### config.mk
export PLATFORM = sky130hd
export DESIGN_NAME = mbe_mult_arbiter_flat
export DESIGN_NICKNAME = d
export VERILOG_FILES = /design/src/rtl/mbe_mult_pkg.sv /design/src/rtl/mbe_mult_arbiter_if.sv /design/src/rtl/mul_res_fifo.sv /design/src/rtl/mbe_mult_arbiter.sv /design/src/flat_wrapper.sv
export SDC_FILE = /design/constraint.sdc
export NUM_CORES = 1
export LEC_CHECK = 0
export ABC_AREA = 1
export CORE_MARGIN = 8
export CORE_UTILIZATION = 45
export CTS_CLUSTER_DIAMETER = 150
export CTS_CLUSTER_SIZE = 30
export DETAILED_ROUTE_END_ITERATION = 10
export HOLD_SLACK_MARGIN = 0.08
export PLACE_DENSITY = 0.74
export SLEW_MARGIN = 30
export SYNTH_ARGS = -nofsm -noshare
export SYNTH_HDL_FRONTEND = slang
export SYNTH_SLANG_ARGS = --single-unit
### constraint.sdc
create_clock -name clk -period 2.65 [get_ports clk]
set_clock_uncertainty 0.15 [all_clocks]
set_input_delay 0.6625 -clock clk [delete_from_list [all_inputs] [get_ports clk]]
set_output_delay 0.6625 -clock clk [all_outputs]
set_load 0.01 [all_outputs]
### src/rtl/mbe_mult_pkg.sv
// Shared types and helpers for the MBE multiplier scheduler slice.
package mbe_mult_pkg;
  localparam int OPW    = 11;
  localparam int PW     = 22;
  localparam int MAXREQ = 8;

  typedef logic signed [OPW-1:0] operand_t;
  typedef logic signed [PW-1:0]  product_t;

  // Pick requester idx's operand out of a bus zero-padded to MAXREQ slots.
  function automatic operand_t op_slice(input logic [MAXREQ*OPW-1:0] bus,
                                        input int unsigned idx);
    return operand_t'(bus[idx*OPW +: OPW]);
  endfunction
endpackage

### src/rtl/mbe_mult_arbiter_if.sv
// Requester and result handshakes of the shared multiplier scheduler.
interface mbe_mult_arbiter_if
  import mbe_mult_pkg::*;
#(
  parameter int NREQ = 4
) ();
  localparam int IDW = $clog2(NREQ);

  logic [NREQ-1:0]     req_valid;
  logic [NREQ-1:0]     req_ready;
  logic [NREQ*OPW-1:0] req_a;
  logic [NREQ*OPW-1:0] req_b;
  logic                res_valid;
  logic                res_ready;
  product_t            res_p;
  logic [IDW-1:0]      res_id;

  modport master (
    output req_valid, req_a, req_b, res_ready,
    input  req_ready, res_valid, res_p, res_id
  );

  modport slave (
    input  req_valid, req_a, req_b, res_ready,
    output req_ready, res_valid, res_p, res_id
  );
endinterface

### src/rtl/mul_res_fifo.sv
// Synchronous result FIFO; async reset clears storage so the head reads zero.
module mul_res_fifo #(
  parameter int W     = 24,
  parameter int DEPTH = 4
) (
  input  logic                   clk,
  input  logic                   rst_n,
  input  logic                   push,
  input  logic [W-1:0]           wdata,
  input  logic                   pop,
  output logic [W-1:0]           rdata,
  output logic [$clog2(DEPTH):0] count,
  output logic                   empty,
  output logic                   full
);
  localparam int AW = $clog2(DEPTH);

  logic [W-1:0]  mem [DEPTH];
  logic [AW-1:0] wr_ptr;
  logic [AW-1:0] rd_ptr;
  logic          do_push;
  logic          do_pop;

  assign do_push = push & ~full;
  assign do_pop  = pop & ~empty;

  always_ff @(posedge clk or negedge rst_n) begin
    if (!rst_n) begin
      for (int unsigned i = 0; i < DEPTH; i++) mem[i] <= '0;
      wr_ptr <= '0;
      rd_ptr <= '0;
      count  <= '0;
    end else begin
      if (do_push) begin
        mem[wr_ptr] <= wdata;
        wr_ptr      <= wr_ptr + 1'b1;
      end
      if (do_pop) rd_ptr <= rd_ptr + 1'b1;
      count <= count + (AW+1)'(do_push) - (AW+1)'(do_pop);
    end
  end

  assign empty = (count == '0);
  assign full  = (count == (AW+1)'(DEPTH));
  assign rdata = mem[rd_ptr];
endmodule

### src/rtl/mbe_mult_arbiter.sv
// Round-robin scheduler sharing one external 11x11 signed multiplier datapath
// among NREQ requesters; results return tagged, in issue order, via a FIFO.
module mbe_mult_arbiter
  import mbe_mult_pkg::*;
#(
  parameter int NREQ  = 4,
  parameter int DEPTH = 4
) (
  input  logic                clk,
  input  logic                rst_n,
  mbe_mult_arbiter_if.slave   bus,
  output operand_t            mul_a,
  output operand_t            mul_b,
  input  product_t            mul_p,
  output logic                busy
);
  localparam int IDW = $clog2(NREQ);
  localparam int CW  = $clog2(DEPTH) + 1;
  localparam int EW  = PW + IDW;

  logic [IDW-1:0]          rr_ptr;
  logic [IDW-1:0]          grant_idx;
  logic                    grant_any;
  logic [IDW-1:0]          s1_id;
  logic                    s1_valid;
  logic                    can_issue;
  logic                    issue;
  int unsigned             cand;
  logic [MAXREQ*OPW-1:0]   a_pad;
  logic [MAXREQ*OPW-1:0]   b_pad;
  logic [CW-1:0]           fifo_count;
  logic                    fifo_empty;
  logic                    fifo_full;
  logic [EW-1:0]           head;

  assign a_pad = (MAXREQ*OPW)'(bus.req_a);
  assign b_pad = (MAXREQ*OPW)'(bus.req_b);

  // First valid requester at or after rr_ptr, wrapping modulo NREQ.
  always_comb begin
    grant_idx = '0;
    grant_any = 1'b0;
    cand      = 0;
    for (int unsigned k = 0; k < NREQ; k++) begin
      cand = (32'(rr_ptr) + k) % NREQ;
      if (!grant_any && bus.req_valid[cand]) begin
        grant_any = 1'b1;
        grant_idx = IDW'(cand);
      end
    end
  end

  // A pop in the same cycle earns no credit: the bound stays conservative.
  assign can_issue     = (32'(fifo_count) + 32'(s1_valid)) < DEPTH;
  assign issue         = grant_any & can_issue;
  assign bus.req_ready = (issue & rst_n) ? (NREQ'(1) << grant_idx) : '0;

  always_ff @(posedge clk or negedge rst_n) begin
    if (!rst_n) begin
      mul_a    <= '0;
      mul_b    <= '0;
      s1_id    <= '0;
      s1_valid <= 1'b0;
      rr_ptr   <= '0;
    end else if (issue) begin
      mul_a    <= op_slice(a_pad, 32'(grant_idx));
      mul_b    <= op_slice(b_pad, 32'(grant_idx));
      s1_id    <= grant_idx;
      s1_valid <= 1'b1;
      rr_ptr   <= (grant_idx == IDW'(NREQ-1)) ? '0 : grant_idx + 1'b1;
    end else begin
      s1_valid <= 1'b0;
    end
  end

  mul_res_fifo #(
    .W     (EW),
    .DEPTH (DEPTH)
  ) u_fifo (
    .clk   (clk),
    .rst_n (rst_n),
    .push  (s1_valid),
    .wdata ({mul_p, s1_id}),
    .pop   (bus.res_valid & bus.res_ready),
    .rdata (head),
    .count (fifo_count),
    .empty (fifo_empty),
    .full  (fifo_full)
  );

  assign bus.res_valid = ~fifo_empty;
  assign bus.res_p     = product_t'(head[EW-1:IDW]);
  assign bus.res_id    = head[IDW-1:0];
  assign busy          = s1_valid | ~fifo_empty;

  overflow_a: assert property (@(posedge clk) disable iff (!rst_n) !(s1_valid && fifo_full));
endmodule

### src/flat_wrapper.sv
// flat-port wrapper written by rule: the top's interface ports become plain ports
module mbe_mult_arbiter_flat import mbe_mult_pkg::*;
#(
  parameter int NREQ  = 4,
  parameter int DEPTH = 4
)
  (clk, rst_n, mul_a, mul_b, mul_p, busy, bus_req_valid, bus_req_a, bus_req_b, bus_res_ready, bus_req_ready, bus_res_valid, bus_res_p, bus_res_id);
  mbe_mult_arbiter_if #(.NREQ(NREQ)) bus_i ();
  input  logic clk;
  input  logic rst_n;
  output operand_t mul_a;
  output operand_t mul_b;
  input  product_t mul_p;
  output logic busy;
  input wire logic [$bits(bus_i.req_valid)-1:0] bus_req_valid;
  input wire logic [$bits(bus_i.req_a)-1:0] bus_req_a;
  input wire logic [$bits(bus_i.req_b)-1:0] bus_req_b;
  input wire logic [$bits(bus_i.res_ready)-1:0] bus_res_ready;
  output wire logic [$bits(bus_i.req_ready)-1:0] bus_req_ready;
  output wire logic [$bits(bus_i.res_valid)-1:0] bus_res_valid;
  output wire logic [$bits(bus_i.res_p)-1:0] bus_res_p;
  output wire logic [$bits(bus_i.res_id)-1:0] bus_res_id;
  assign bus_i.req_valid = bus_req_valid;
  assign bus_i.req_a = bus_req_a;
  assign bus_i.req_b = bus_req_b;
  assign bus_i.res_ready = bus_res_ready;
  assign bus_req_ready = bus_i.req_ready;
  assign bus_res_valid = bus_i.res_valid;
  assign bus_res_p = bus_i.res_p;
  assign bus_res_id = bus_i.res_id;
  mbe_mult_arbiter #(.NREQ(NREQ), .DEPTH(DEPTH)) u_core (.clk(clk), .rst_n(rst_n), .bus(bus_i), .mul_a(mul_a), .mul_b(mul_b), .mul_p(mul_p), .busy(busy));
endmodule
==> flow_summary.rst <==
.. list-table::
   :header-rows: 1

   * - Metric
     - Value
   * - Largest vdd supply drop
     - 1540 µV
   * - Mean Syn Cell Area
     - 7.757 µm²
   * - Synth cell types
     - 30
   * - Cell at the slowest stage of the critical path
     - dfrtp_2
   * - Maximum net fanout on the critical path
     - 7
   * - Total wire length after detailed routing
     - 19460 µm
   * - Post-layout net count
     - 1157
   * - Sink Count
     - 130
   * - Data arrival time of the critical path
     - 2.14 ns
   * - Power share of the clock group
     - 0.156
   * - Worst R2R End
     - u_core.mul_a[2]
   * - Adder-Cell Fraction of Synth Area
     - 0.01984
   * - Number of cells after detailed placement
     - 1190
   * - Buffer levels on the longest clock path
     - 2
   * - Initial drt markers
     - 352
   * - DPL Wire Length
     - 12990 µm
   * - Number of antenna violations at the first check in global routing
     - 0
   * - Weighted congestion at the end of routability-driven global placement
     - 0.8525
   * - CTS buffer count
     - 17
   * - Net switching fraction of the power
     - 0.4468
   * - Worst slew slack as a fraction of its limit
     - 0.5322
   * - Minimum setup slack after placement
     - -0.9301 ns
   * - Power per Cell Area
     - 1414 nW/µm²
   * - Result of the run
     - complete, but fails checks
   * - CP Cell Sequence
     - buf_6 -> nand2_2 -> nand2_2 -> nand2_2 -> nand2_2 -> nor2_4 -> nand2_1 -> nor2_2 -> nor2_2 -> inv_4 -> ha_4 -> inv_2 -> nor2_4 -> buf_6
   * - Sw Pwr
     - 5895 µW
   * - Net Count, Synth
     - 989
   * - Post-route minimum period
     - 2.951 ns
   * - Overall global routing resource usage
     - 0.2081
   * - Maximum single-stage delay on the critical path
     - 0.44 ns
   * - Count of mapped cells out of synthesis
     - 862
   * - Share of the synthesized area in compound gates (AO/OA/AOI/OAI)
     - 0.1390
   * - Port Buffer Count
     - 168
   * - Antenna fix cells
     - 0
   * - Number of vias in the routed layout
     - 6344
   * - TritonRoute pass-1 iters
     - 5
   * - Worst skew pair latency
     - 0.42 ns
   * - Row count
     - 44
   * - Number of buffers inserted by hold repair at cts
     - 0
   * - Maximum clock frequency
     - 338.8 MHz
   * - Overall die area
     - 19020 µm²
   * - Worst Hold Margin
     - 0.2253 ns
   * - Period utilization
     - 1.114
   * - Share of the yosys chip area belonging to registers
     - 0.4865
   * - Internal Pwr Total
     - 7300 µW
   * - Routed wire per std cell
     - 15.89 µm
   * - Starting density of the core
     - 0.4601
   * - Worst Path Required
     - 1.84 ns
   * - Failing checks
     - negative setup slack
   * - Critical Path Start
     - u_core.rr_ptr[0]
   * - First-pass GRT wire length
     - 31250 µm
   * - Startpoint of the worst-slack reg-to-reg timing path
     - u_core.rr_ptr[0]
   * - Worst path setup slack after routing
     - -0.3013 ns
   * - Dominant combinational cell family by area after synthesis
     - simple AND/OR/NAND/NOR gates
   * - Number of global-route vias before repair
     - 6204
   * - R2r setup slk
     - 0.14 ns
   * - Post-synthesis register bit count
     - 130
   * - R2R depth
     - 13
   * - Fraction of final layout cells sized beyond drive strength 1
     - 0.1201
   * - Number of hold violations in the final report
     - 0
   * - Worst-path clk slew
     - 0.05 ns
   * - Post-synthesis to final-layout area growth
     - 39.58%
   * - Transition time of the tightest slew-check pin
     - 0.7016 ns
   * - Core area
     - 14530 µm²
   * - Area share of and/or/nand/nor cells after synthesis
     - 0.2713
   * - Hold WC Path Type
     - in -> async
   * - Number of DRC violations after detailed routing
     - 0
   * - Critical path start-end classification
     - reg -> out
   * - Average via count per standard cell
     - 5.179
   * - Setup violation total in the final timing report
     - 4
   * - Clock tree root driver cell
     - clkbuf_16
   * - Maximum number of pins on one net before global-route repair
     - 131
   * - Clock tree from TritonCTS
     - done
   * - Total count of max-transition violations in the final report
     - 0
   * - Chip Width
     - 137.9 µm
   * - Part of the total power dissipated in combinational logic
     - 0.573
   * - Crit path launch type
     - flip-flop
   * - Die Span Y
     - 137.9 µm
   * - Non-filler instance count after layout
     - 1225
   * - Mux cell area share after synthesis
     - 0
   * - Number of ports placed on the die boundary
     - 169
   * - Unrepaired setup endpoints after global routing
     - true
   * - Final total power
     - 13200 µW
   * - Post-detailed-route count of antenna-violating nets
     - 0
   * - Total placed instance area
     - 8677 µm²
   * - Leakage power
     - 0.004463 µW
   * - Final design area excluding fillers
     - 9333 µm²
   * - Cell area after technology mapping
     - 6686 µm²
   * - Sort of element at the end of the critical path
     - output port
   * - Synth warn
     - 0
   * - Most common cell type on the critical path
     - nand2_2
   * - Fraction of synthesized cell area in xor and xnor cells
     - 0.005240
   * - Share of total power in sequential cells
     - 0.270
   * - Level count of the clock H-tree
     - 4
   * - Number of max-capacitance violations reported
     - 0
   * - Total overflow reported by the global router
     - 0
## stage by stage
stage,setup TNS [ns],utilization
after floorplan,-0.02897,-
after global placement,-10.65,0.5970
after detailed placement,-11.60,0.5970
after CTS,-1.009,0.6341
after global routing,-1.521,0.6421
final,-1.056,0.6421
## cell usage after synthesis
cell,count,area share
inv_2,3,0.0017
nor2_4,2,0.0034
nand2_1,226,0.13
a21oi_1,1,0.00075
nand2_4,1,0.0017
o22ai_1,24,0.022
dfrtp_1,130,0.49
nor2_1,56,0.031
o21ai_1,1,0.00075
nand3_1,95,0.071
a31oi_1,1,0.00094
nand3b_1,23,0.026
buf_6,3,0.0051
buf_1,2,0.0011
o21bai_1,1,0.0011
buf_2,12,0.0090
xor2_1,4,0.0052
nand3_2,1,0.0015
ha_1,9,0.017
nand4_1,1,0.00094
a31oi_2,1,0.0019
clkbuf_1,39,0.022
buf_4,1,0.0011
fa_1,1,0.0030
inv_1,68,0.038
o21a_1,1,0.0011
nand2_2,5,0.0047
nor2_2,1,0.00094
o21ai_0,147,0.11
nor3_2,2,0.0030
## worst max path at each step
stage	endpoint	depth (start not counted)	slack, ns
global placement	bus_req_ready[2]	14	-0.91
detailed placement	bus_req_ready[2]	14	-0.93
finish	bus_req_ready[2]	14	-0.30
global route	bus_req_ready[2]	14	-0.42
floorplan	bus_req_ready[3]	14	-0.01
CTS	bus_req_ready[2]	13	-0.28
## sequential cells by signal (all words and copies together), names as in the netlist
| signal | cells |
|---|---|
| u_core.u_fifo.count | 3 |
| u_core.u_fifo.mem | 96 |
| u_core.u_fifo.rd_ptr | 2 |
| u_core.s1_valid | 1 |
| u_core.mul_a | 11 |
| u_core.mul_b | 11 |
| u_core.s1_id | 2 |
| u_core.rr_ptr | 2 |
| u_core.u_fifo.wr_ptr | 2 |
## area by class of cell
| type | count | area (µm²) |
|---|---|---|
| fill | 1263 | 5201 |
| timing repair buffer | 206 | 1981 |
| inverter | 71 | 276.5 |
| clock inverter | 8 | 65.06 |
| clock buffer | 22 | 444.2 |
| sequential | 130 | 3254 |
| tap | 184 | 230.2 |
| multi-input combinational | 604 | 3082 |
## power by group through the flow
stage | Sequential [µW] | Combinational (µW) | Clock, µW
floorplan | 3550 | 4760 | 0
global route | 3690 | 8520 | 2180
detailed placement | 3560 | 7550 | 0
global placement | 3530 | 7420 | 0
CTS | 3550 | 7450 | 2100
finish | 3570 | 7570 | 2060
## worst max-delay path: cells and delay by family, from the launching register on
family                   cells  cell delay (ns)
buffers and inverters        4             0.39
flip-flops                   1             0.44
AND/OR/NAND/NOR              9             0.75
adder cells (fa/ha/maj)      1             0.13
## layer usage
layer / vias to the layer above / wire length (µm) / global-route usage
met5: - / 0 / 0
met4: 0 / 243 / 0.05910
met3: 25 / 1972 / 0.09058
met2: 214 / 9104 / 0.3224
met1: 2951 / 8142 / 0.2588
li1: 3154 / - / -
## cells by family (layout without fill, tap and decap cells)
family / count (synthesis) / count (layout)
compound gates: 177 / 177
xor+xnor: 4 / 4
fa+ha+maj: 10 / 10
buf+inv: 128 / 307
flops: 130 / 130
simple gates: 413 / 413
## repair_timing
action	4_1_cts	5_1_grt
endpoints found under the setup margin	28	4
resized for setup	64	29
hold endpoints to repair	0	0
buffers inserted	2	3
pin swaps	10	17
## layout by cell type (no fill, tap or decap), types with 5 or more instances in the layout
cell / count
o21ai_0: 147
nand3_1: 92
buf_6: 7
clkinv_2: 7
nand2_1: 207
o22ai_1: 24
clkbuf_1: 5
nor2_1: 52
ha_1: 7
nand3b_1: 23
clkbuf_16: 17
dfrtp_1: 129
nand2_4: 5
clkdlybuf4s50_1: 135
nand2_2: 19
inv_1: 58
dlygate4sd2_1: 28
inv_2: 10
buf_4: 30
No activity file was read; power rests on OpenSTA's default activity.
